===== config.mk =====
export PLATFORM = sky130hd
export DESIGN_NAME = mem_access_stage
export DESIGN_NICKNAME = d
export VERILOG_FILES = /design/src/rtl/mem_stage_pkg.sv /design/src/rtl/mem_align_unit.sv /design/src/rtl/mem_access_stage.sv
export SDC_FILE = /design/constraint.sdc
export NUM_CORES = 1
export LEC_CHECK = 0
export ABC_CLOCK_PERIOD_IN_PS = 3290
export BUFFER_PORTS_ARGS = -buffer_cell sky130_fd_sc_hd__buf_4
export CAP_MARGIN = 20
export CORE_UTILIZATION = 49
export DETAILED_ROUTE_END_ITERATION = 12
export PLACE_DENSITY = 0.85
export SLEW_MARGIN = 20
export SYNTH_ARGS = -nofsm -noshare
export SYNTH_HDL_FRONTEND = slang
export SYNTH_HIERARCHICAL = 1
export SYNTH_SLANG_ARGS = --single-unit

===== constraint.sdc =====
create_clock -name clk -period 3.29 [get_ports clk]
set_input_delay 0.1645 -clock clk [delete_from_list [all_inputs] [get_ports clk]]
set_output_delay 0.1645 -clock clk [all_outputs]
set_load 0.02 [all_outputs]

===== src/rtl/mem_stage_pkg.sv =====
// Shared encodings for the MEM stage: access sizes, FSM states and byte-enable lookup.
// Lane convention: be[3] / data[31:24] is the lowest byte address (big-endian).
package mem_stage_pkg;

  localparam logic [1:0] DSIZE_BYTE = 2'b00;
  localparam logic [1:0] DSIZE_HALF = 2'b01;
  localparam logic [1:0] DSIZE_WORD = 2'b10;

  typedef enum logic [1:0] {
    StIdle,
    StWait,
    StDone
  } state_e;

  // Size 2'b11 falls into the word case; low address bits beyond the size are ignored.
  function automatic logic [3:0] be_lookup(input logic [1:0] dsize, input logic [1:0] addr_lo);
    logic [3:0] be;
    case (dsize)
      DSIZE_BYTE: be = 4'b1000 >> addr_lo;
      DSIZE_HALF: be = addr_lo[1] ? 4'b0011 : 4'b1100;
      default:    be = 4'b1111;
    endcase
    return be;
  endfunction

endpackage


===== src/rtl/mem_align_unit.sv =====
// Combinational lane steering: store byte-enables / lane replication and load extraction
// with optional sign extension.
module mem_align_unit
  import mem_stage_pkg::*;
(
  input  logic [1:0]  st_size,
  input  logic [1:0]  st_addr_lo,
  input  logic [31:0] st_data,
  output logic [3:0]  st_be,
  output logic [31:0] st_wdata,
  input  logic [1:0]  ld_size,
  input  logic [1:0]  ld_addr_lo,
  input  logic        ld_sign,
  input  logic [31:0] ld_rdata,
  output logic [31:0] ld_data
);

  logic [7:0]  ld_byte;
  logic [15:0] ld_half;

  always_comb begin
    st_be = be_lookup(st_size, st_addr_lo);
    case (st_size)
      DSIZE_BYTE: st_wdata = {4{st_data[7:0]}};
      DSIZE_HALF: st_wdata = {2{st_data[15:0]}};
      default:    st_wdata = st_data;
    endcase
  end

  always_comb begin
    case (ld_addr_lo)
      2'b00:   ld_byte = ld_rdata[31:24];
      2'b01:   ld_byte = ld_rdata[23:16];
      2'b10:   ld_byte = ld_rdata[15:8];
      default: ld_byte = ld_rdata[7:0];
    endcase
    ld_half = ld_addr_lo[1] ? ld_rdata[15:0] : ld_rdata[31:16];
    case (ld_size)
      DSIZE_BYTE: ld_data = {{24{ld_sign & ld_byte[7]}}, ld_byte};
      DSIZE_HALF: ld_data = {{16{ld_sign & ld_half[15]}}, ld_half};
      default:    ld_data = ld_rdata;
    endcase
  end

endmodule


===== src/rtl/mem_access_stage.sv =====
// MEM pipeline stage: drives the data-memory req/ack port, stalls upstream while an access
// is outstanding, and forms write-back fields. Optional MEM_MISALIGN_TRAP_EN traps misaligned access.
module mem_access_stage
  import mem_stage_pkg::*;
#(
  parameter int unsigned TIMEOUT = 255
) (
  input  logic        clk,
  input  logic        reset,
  input  logic        in_valid,
  input  logic        flush,
  input  logic [31:0] next_pc,
  input  logic [31:0] op_b,
  input  logic [4:0]  dest_reg,
  input  logic [31:0] alu_result,
  input  logic        pc_to_reg,
  input  logic        reg_write,
  input  logic        mem_to_reg,
  input  logic        mem_write,
  input  logic        load_sign,
  input  logic [1:0]  dsize,
  output logic        dmem_req,
  output logic        dmem_we,
  output logic [31:0] dmem_addr,
  output logic [3:0]  dmem_be,
  output logic [31:0] dmem_wdata,
  input  logic [31:0] dmem_rdata,
  input  logic        dmem_ack,
  output logic        stall,
  output logic        wb_valid,
  output logic        wb_reg_write,
  output logic [4:0]  wb_dest,
  output logic [31:0] wb_data,
  output logic        mem_err
);

  localparam logic [7:0] CntMax = 8'(TIMEOUT - 1);

  state_e      state_q, state_d;
  logic [7:0]  cnt_q, cnt_d;
  logic        req_q, req_d;
  logic        we_q, we_d;
  logic [31:0] addr_q, addr_d;
  logic [3:0]  be_q, be_d;
  logic [31:0] wdata_q, wdata_d;
  logic [1:0]  size_q, size_d;
  logic [1:0]  lo_q, lo_d;
  logic        sign_q, sign_d;
  logic [4:0]  dest_q, dest_d;
  logic        rw_q, rw_d;
  logic        kill_q, kill_d;
  logic        err_q, err_d;
  logic [31:0] ldata_q, ldata_d;

  logic        mem_op, live, misalign, trap;
  logic [3:0]  st_be;
  logic [31:0] st_wdata, ld_data;

  assign mem_op = mem_to_reg | mem_write;
  assign live   = in_valid & ~flush;

`ifdef MEM_MISALIGN_TRAP_EN
  assign misalign = ((dsize == DSIZE_HALF) & alu_result[0]) |
                    (dsize[1] & (alu_result[1:0] != 2'b00));
`else
  assign misalign = 1'b0;
`endif

  // Store side uses the live EX/MEM fields; load side uses the fields latched at issue.
  mem_align_unit u_align (
    .st_size    (dsize),
    .st_addr_lo (alu_result[1:0]),
    .st_data    (op_b),
    .st_be      (st_be),
    .st_wdata   (st_wdata),
    .ld_size    (size_q),
    .ld_addr_lo (lo_q),
    .ld_sign    (sign_q),
    .ld_rdata   (dmem_rdata),
    .ld_data    (ld_data)
  );

  always_comb begin
    state_d      = state_q;
    cnt_d        = cnt_q;
    req_d        = req_q;
    we_d         = we_q;
    addr_d       = addr_q;
    be_d         = be_q;
    wdata_d      = wdata_q;
    size_d       = size_q;
    lo_d         = lo_q;
    sign_d       = sign_q;
    dest_d       = dest_q;
    rw_d         = rw_q;
    kill_d       = kill_q;
    err_d        = 1'b0;
    ldata_d      = ldata_q;
    trap         = 1'b0;
    stall        = 1'b0;
    wb_valid     = 1'b0;
    wb_reg_write = 1'b0;
    wb_dest      = dest_reg;
    wb_data      = pc_to_reg ? next_pc : alu_result;

    unique case (state_q)
      StIdle: begin
        cnt_d = '0;
        if (!mem_op) begin
          wb_valid     = live;
          wb_reg_write = live & reg_write;
        end else if (live && misalign) begin
          trap = 1'b1;
        end else if (live) begin
          stall   = 1'b1;
          state_d = StWait;
          req_d   = 1'b1;
          we_d    = mem_write;
          addr_d  = {alu_result[31:2], 2'b00};
          be_d    = st_be;
          wdata_d = st_wdata;
          size_d  = dsize;
          lo_d    = alu_result[1:0];
          sign_d  = load_sign;
          dest_d  = dest_reg;
          rw_d    = reg_write & ~mem_write;
          kill_d  = 1'b0;
        end
      end
      StWait: begin
        stall = 1'b1;
        // A flushed access still runs to completion; only its write-back is suppressed.
        if (flush) kill_d = 1'b1;
        if (dmem_ack) begin
          req_d   = 1'b0;
          ldata_d = ld_data;
          state_d = StDone;
        end else if (cnt_q == CntMax) begin
          req_d   = 1'b0;
          err_d   = 1'b1;
          kill_d  = 1'b1;
          state_d = StDone;
        end else begin
          cnt_d = cnt_q + 8'd1;
        end
      end
      StDone: begin
        wb_valid     = ~kill_q & ~flush;
        wb_reg_write = ~kill_q & ~flush & rw_q;
        wb_dest      = dest_q;
        wb_data      = ldata_q;
        state_d      = StIdle;
      end
      default: state_d = StIdle;
    endcase
  end

  always_ff @(posedge clk or negedge reset) begin
    if (!reset) begin
      state_q <= StIdle;
      cnt_q   <= '0;
      req_q   <= 1'b0;
      we_q    <= 1'b0;
      addr_q  <= '0;
      be_q    <= '0;
      wdata_q <= '0;
      size_q  <= '0;
      lo_q    <= '0;
      sign_q  <= 1'b0;
      dest_q  <= '0;
      rw_q    <= 1'b0;
      kill_q  <= 1'b0;
      err_q   <= 1'b0;
      ldata_q <= '0;
    end else begin
      state_q <= state_d;
      cnt_q   <= cnt_d;
      req_q   <= req_d;
      we_q    <= we_d;
      addr_q  <= addr_d;
      be_q    <= be_d;
      wdata_q <= wdata_d;
      size_q  <= size_d;
      lo_q    <= lo_d;
      sign_q  <= sign_d;
      dest_q  <= dest_d;
      rw_q    <= rw_d;
      kill_q  <= kill_d;
      err_q   <= err_d;
      ldata_q <= ldata_d;
    end
  end

  assign dmem_req   = req_q;
  assign dmem_we    = we_q;
  assign dmem_addr  = addr_q;
  assign dmem_be    = be_q;
  assign dmem_wdata = wdata_q;
  assign mem_err    = err_q | trap;

endmodule


==> summary.md, run 1 <==
| Metric | Value |
|---|---|
| Slew headroom | 0.290 |
| # IOs | 256 |
| CP Buf/Inv Count | 2 |
| Post-CTS Hold Fix Bufs | 48 |
| YS warnings | 6 |
| Setup ws final | 712 ps |
| First-pass GRT wire length | 32800 um |
| Clk buf depth | 2 |
| Synth top area share | 0.445 |
| DR pass1 iterations | 5 |
| Synth Cell Area | 0.00691 mm2 |
| Clock transition at path regs | 60 ps |
| Top FF cell, synth | dfrtp_1 |
| Worst path cell trace | nor2b_4, buf_12, nand2_1, o21ai_0, buf_4 |
| Share of layout cells above drive strength 1 | 0.366 |
| Cts repair resizes | 0 |
| Layout net count | 1174 |
| Worst path arrival time | 2410 ps |
| Setup-failing EPs final | 0 |
| Clock root buffer | clkbuf_16 |
| Slowest stage delay, CP | 730 ps |
| Antenna Nets Post-Route | 0 |
| GR Overflow Total | 0 |
| Hold Vio Cnt, Final | 0 |
| Async SR Flop Fraction | 1.00 |
| RSZ-0062 raised after global routing | false |
| Finished Core Util | 0.713 |
| Final Max Slew Viols | 0 |
| Flops & latches, synth | 123 |
| Critical Setup Path Class | flop to primary output |
| Register area share after synthesis | 0.445 |
| Drt total wl | 20900 um |
| Yosys cell types | 51 |
| Total of max-cap violations | 0 |
| Peak VDD IR | 0.375 mV |
| CP Max Fanout | 40 |
| Pwr Density | 640 mW/mm2 |
| Die area | 0.0146 mm2 |
| Leak | 4.92 nW |
| Initial antenna violation count | 0 |
| Min Tclk post-route | 2580 ps |
| Slowest-stage cell, CP | nor2b_4 |
| Post-synth EDFFs | 0 |
| Initial Util | 0.500 |
| Synth top area cells | dfrtp_1 45%, nand2_1 16%, mux2_2 9.8% |
| Post-Place Cell Area | 0.00879 mm2 |
| Initial DRC count | 536 |
| Area taken by multi-input logic gates | 0.00349 mm2 |
| Diode count | 0 |
| Clock sink count | 123 |
| Largest net degree at the start of global routing | 64 |
| CTS tree | yes |
| Post-DP HPWL | 13700 um |
| Fill cell count | 1024 |
| Post-layout instance area | 0.00986 mm2 |
| Crit share post-route | 0.784 |
| Clk_lat worst skew | 420 ps |
| Core Rows | 43 |
| WL/cell | 17.1 um |
| CP Capture Type | primary output |
| Avg Cell Area, Syn | 9.13 um2 |
| Die Y | 121 um |
| Layout Cells excl Fill | 1220 |
| DRC | 0 |
| Type of origin of the critical path | flop |
| Dpl ws | 1100 ps |
| Fin Setup TNS | 0 ps |
| GR Util All Layers | 0.291 |
| PortBufs | 253 |
| Hold crit path type | input pin to flop |
| Final Hold Slack | 31.3 ps |
| Reg area | 0.00308 mm2 |
| Vias in the first global route | 6434 |
| Clock Skews | 6.23 ps |
| Area leader, netlist | dfrtp_1 |
| Die X | 121 um |
| Synth-to-Final Area Change | 42.6% |
| CP delay by family, top | simple AND/OR/NAND/NOR gates |
| Status | complete, no violations |
| Placed Instances | 1140 |
| Core area | 0.0138 mm2 |
| Vias per cell | 5.40 |
| # Post-CTS Setup Buffers | 0 |
| Number of CTS-inserted buffers | 17 |
| Final total power | 6.31 mW |
| GPL Wtd Cong | 0.855 |
| Critical Path RT | 3130 ps |
| Fmax | 388 MHz |
| Mapped Cells | 757 |
| Worst-Margin Slew | 1060 ps |
| Via count | 6593 |
| H-tree depth | 4 |
## worst reg2reg max path: cells and delay by family (launching register included)
| kind | cells | cell delay [ps] |
|---|---|---|
| AO/OA/AOI/OAI | 1 | 520 |
| buffers and inverters | 1 | 390 |
| flip-flops | 1 | 530 |
| AND/OR/NAND/NOR | 3 | 680 |
## registers in the layout, indices dropped and copies added (netlist names), 2 cells and up
name and cells:
dest_q 5, cnt_q 8, dmem_addr 30, dmem_wdata 32
ldata_q 32, state_q 2, size_q 2, lo_q 2
dmem_be 4
## per-layer routing
metal,vias up,share of wire,global-route usage
li1,3095,-,-
met1,3171,0.40,0.347
met2,284,0.49,0.480
met3,43,0.078,0.0854
met4,0,0.032,0.142
met5,-,0,0
## power by group
| group | internal, mW | switching (mW) |
|---|---|---|
| Clock | 1.19 | 0.658 |
| Sequential | 1.96 | 0.296 |
| Combinational | 1.04 | 1.17 |
## cells in the final DEF (no fill, tap or decap), drive strengths merged, types with 2 or more instances in the layout
master and n:
nand2 292, buf 261, dfrtp 123, mux2 61
dlygate4sd3 48, o21ai 47, mux2i 44, clkbuf 24
nor2b 20, a21oi 20, o22a 16, o221ai 9
a22oi 8, nor2 7, nand3 7, clkinv 7
o21bai 6, o211ai 4, inv 3, nand2b 3
nand4 2, nor4 2, ha 2, conb 2
bufinv 2, or3b 2
## Yosys cell counts (2+ instances only)
cell type    n
nand2_1    291
buf_2       11
nor2_1       7
dfrtp_1    123
nor4_1       2
o221ai_2     4
nand3_1      7
mux2i_1     44
o21ai_0     45
a22oi_1      8
o221ai_1     5
nor2b_1     20
nand2b_1     3
or3b_1       2
o21bai_1     6
o22a_1      15
nand4_1      2
a21oi_1      3
o211ai_1     4
buf_4       13
mux2_2      60
a21oi_2     17
ha_1         2
buf_6        8
inv_1        3
clkbuf_1    27
## cells by family (layout without fill, tap and decap cells)
family	count (synthesis)	after routing	share of synthesized area
fa+ha+maj	2	2	0.00362
other cells	1	2	0.000543
mux	105	105	0.164
flops	123	123	0.445
simple gates	344	344	0.207
buf+inv	63	345	0.0520
compound gates	119	119	0.127
## final cells by class
class | instances | area share
Timing Repair Buffer | 309 | 0.250
Tap cell | 180 | 0.0228
Clock inverter | 8 | 0.00914
Sequential cell | 123 | 0.312
Clock buffer | 24 | 0.0499
Multi-Input combinational cell | 572 | 0.354
Inverter | 4 | 0.00152
## final timing paths
check,from,endpoint,slack (ps),depth (start not counted)
setup / recovery,state_q[1],wb_data[14],710,5
hold / removal,reg_write,rw_q,30,3
setup reg to reg,state_q[1],dmem_addr[23],1090,5
hold reg to reg,dest_q[0],dest_q[0],470,2
max in group asynchronous,reset,dmem_addr[5],2030,3
min in group asynchronous,reset,dmem_addr[9],420,2
Note: power is estimated with default switching activity, not from simulation.
==> inputs of run 2 (changes only) <==
- ABC_AREA: default -> 1
- ABC_CLOCK_PERIOD_IN_PS: 3290 -> 2300
- CORE_UTILIZATION: 49 -> 45
- PLACE_DENSITY: 0.85 -> 0.83
- clock period: 3.29 -> 2.3 ns (I/O delays scaled with it)
==> run 2 against run 1 <==
Hold slack lost 18 ps. Register-to-register slack lost 650 ps. Critical path depth grew 2. Worst setup slack lost 540 ps.
==> summary.md, run 2 <==
| Metric | Value |
|---|---|
| Dpl ws | 449 ps (-649 ps) |
| GR Util All Layers | 0.277 (-0.0145) |
| Die X | 127 um (+4.9%) |
| Die area | 0.0161 mm2 (+10%) |
| Worst path cell trace | inv_1, nor2_2, inv_2, buf_12, o211ai_1, o21a_1, buf_4 |
| Critical Setup Path Class | flop to primary output |
| Status | complete, no violations |
| Final Max Slew Viols | 0 (unchanged) |
| H-tree depth | 4 (unchanged) |
| Fin Setup TNS | 0 ps (unchanged) |
| DRC | 0 (unchanged) |
| Fill cell count | 1258 (+23%) |
| Finished Core Util | 0.653 (-0.0604) |
| Setup ws final | 174 ps (-539 ps) |
| Flops & latches, synth | 123 (unchanged) |
| RSZ-0062 raised after global routing | false |
| GPL Wtd Cong | 0.889 (+3.9%) |
| Min Tclk post-route | 2130 ps |
| Fmax | 470 MHz |
| Worst R2R Path Depth | 6 (+1) |
| Setup-failing EPs final | 0 (unchanged) |
| # Post-CTS Setup Buffers | 0 (unchanged) |
| Via count | 6915 (+4.9%) |
| # IOs | 256 (unchanged) |
| Antenna Nets Post-Route | 0 (unchanged) |
| YS warnings | 6 (unchanged) |
| Avg Cell Area, Syn | 8.07 um2 (-12%) |
| CTS tree | yes |
| Synth Cell Area | 0.00700 mm2 (+1.3%) |
| Worst-Margin Slew | 734 ps (-327 ps) |
| Reg2reg start | lo_q[1] |
| WL/cell | 16.2 um (-5.5%) |
| Largest net degree at the start of global routing | 61 (-4.7%) |
| Hold crit path type | input pin to flop |
| Number of CTS-inserted buffers | 17 (unchanged) |
| Mapped Cells | 867 (+15%) |
| Top FF cell, synth | dfrtp_1 |
| Area taken by multi-input logic gates | 0.00332 mm2 (-5.0%) |
| Crit share post-route | 0.925 |
| Slew headroom | 0.509 (+0.219) |
| Critical Path RT | 2180 ps (-950 ps) |
| Synth-to-Final Area Change | 41.7% |
| Worst path arrival time | 2010 ps (-400 ps) |
| Core area | 0.0152 mm2 (+9.9%) |
| Type of origin of the critical path | flop |
| Die Y | 127 um (+4.9%) |
| CP Max Fanout | 46 (+15%) |
| GR Overflow Total | 0 (unchanged) |
| Vias per cell | 5.16 (-4.4%) |
| Synth top area share | 0.440 (-0.00565) |
| Total of max-cap violations | 0 (unchanged) |
| Hold depth | 3 (unchanged) |
| Clock sink count | 123 (unchanged) |
| Slowest stage delay, CP | 430 ps (-300 ps) |
| Post-synth EDFFs | 0 (unchanged) |
| Final total power | 9.13 mW (+45%) |
| Clock transition at path regs | 50 ps (about the same) |
| Synth top cells by count | 336 x nand2_1, 123 x dfrtp_1, 60 x o21ai_0 |
| Hold Vio Cnt, Final | 0 (unchanged) |
| Worst Hold Launch | alu_result[30] |
| First-pass GRT wire length | 34500 um (+5.5%) |
| Area leader, netlist | dfrtp_1 |
| Slowest-stage cell, CP | dfrtp_1 |
| Hold path endpoint | dmem_addr[30] |
| Critical Path Start | state_q[1] |
| Core Rows | 45 (+4.7%) |
| Clk_lat worst skew | 410 ps (about the same) |
| Synth top area cells | dfrtp_1 44%, nand2_1 18%, mux2_4 6.4% |
| Yosys cell types | 38 (-25%) |
| Async SR Flop Fraction | 1.00 (unchanged) |
| Reg area | 0.00308 mm2 (unchanged) |
| CP Capture Type | primary output |
| Register area share after synthesis | 0.440 (-0.00565) |
| Cell with the most instances after synthesis | nand2_1 |
| Final Hold Slack | 13.5 ps (-17.8 ps) |
| Clk buf depth | 2 (unchanged) |
| Layout net count | 1287 (+9.6%) |
| Most frequent cells in the layout | 336 x nand2_1, 260 x buf_4, 123 x dfrtp_1 |
| Peak VDD IR | 0.517 mV (+38%) |
| Worst flop-to-flop path endpoint | ldata_q[11] |
| Initial antenna violation count | 0 (unchanged) |
| Layout Cells excl Fill | 1339 (+9.8%) |
| Post-DP HPWL | 15100 um (+9.8%) |
| DR pass1 iterations | 4 (-1) |
| Drt total wl | 21600 um (+3.7%) |
| PortBufs | 253 (unchanged) |
| Pwr Density | 920 mW/mm2 (+44%) |
| Vias in the first global route | 6881 (+6.9%) |
| Clock Skews | 8.90 ps (+2.67 ps) |
| Clock root buffer | clkbuf_16 |
| Initial Util | 0.460 (-0.0394) |
| Leak | 5.34 nW (+8.7%) |
| Worst reg-to-reg setup slack | 440 ps (-650 ps) |
| Diode count | 0 (unchanged) |
| Placed Instances | 1261 (+11%) |
| Post-layout instance area | 0.00992 mm2 (+0.63%) |
| Initial DRC count | 377 (-30%) |
| Share of layout cells above drive strength 1 | 0.312 (-0.0544) |
| Post-Place Cell Area | 0.00889 mm2 (+1.1%) |
| Most common cell after layout, fill and taps aside | nand2_1 |
## run 2: cell type report
cell class,count,area share
flip-flops and latches,123,0.310
inverters,62,0.0235
well taps,188,0.0237
multi-input cells,624,0.334
repair buffers,312,0.253
clock inverters,8,0.00706
clock buffers,22,0.0478
## run 2: routing by layer
layer	vias up	wire [um]	global-route usage
met4	0	493	0.116
met3	39	1710	0.0768
met2	309	10700	0.481
li1	3337	-	-
met1	3230	8730	0.322
met5	-	0	0
## run 2: worst max-delay path by stage
stage	to	slack, ps	cells past startpoint
after floorplan	ldata_q[31]	800	7
after global placement	ldata_q[8]	530	6
after detailed placement	ldata_q[11]	450	6
after CTS	wb_data[22]	160	7
after global routing	wb_data[22]	80	7
final	wb_data[22]	170	7
## run 2: kinds of logic after synthesis
family	count (synthesis)	synth area share
buffers and inverters	121	0.0869
XOR/XNOR	3	0.00375
AND/OR/NAND/NOR	451	0.276
flip-flops	123	0.440
multiplexers	32	0.0676
adder cells (fa/ha/maj)	2	0.00357
AO/OA/AOI/OAI	134	0.122
other	1	0.000536
## run 2: critical path: cells and delay by family (launching register included)
family,cells,cell delay (ps)
simple gates,1,50
flops,1,430
buf+inv,4,800
compound gates,2,290
## run 2: repair_timing
item / 4_1_cts / 5_1_grt
resized for setup: 0 / 0
hold buffers: 48 / 0
hold endpoints to repair: 84 / 0
## run 2: where the power goes
group	total, mW	switching (mW)	internal (mW)
clock	2.47	0.924	1.55
sequential	3.29	0.461	2.83
combinational	3.37	1.76	1.61
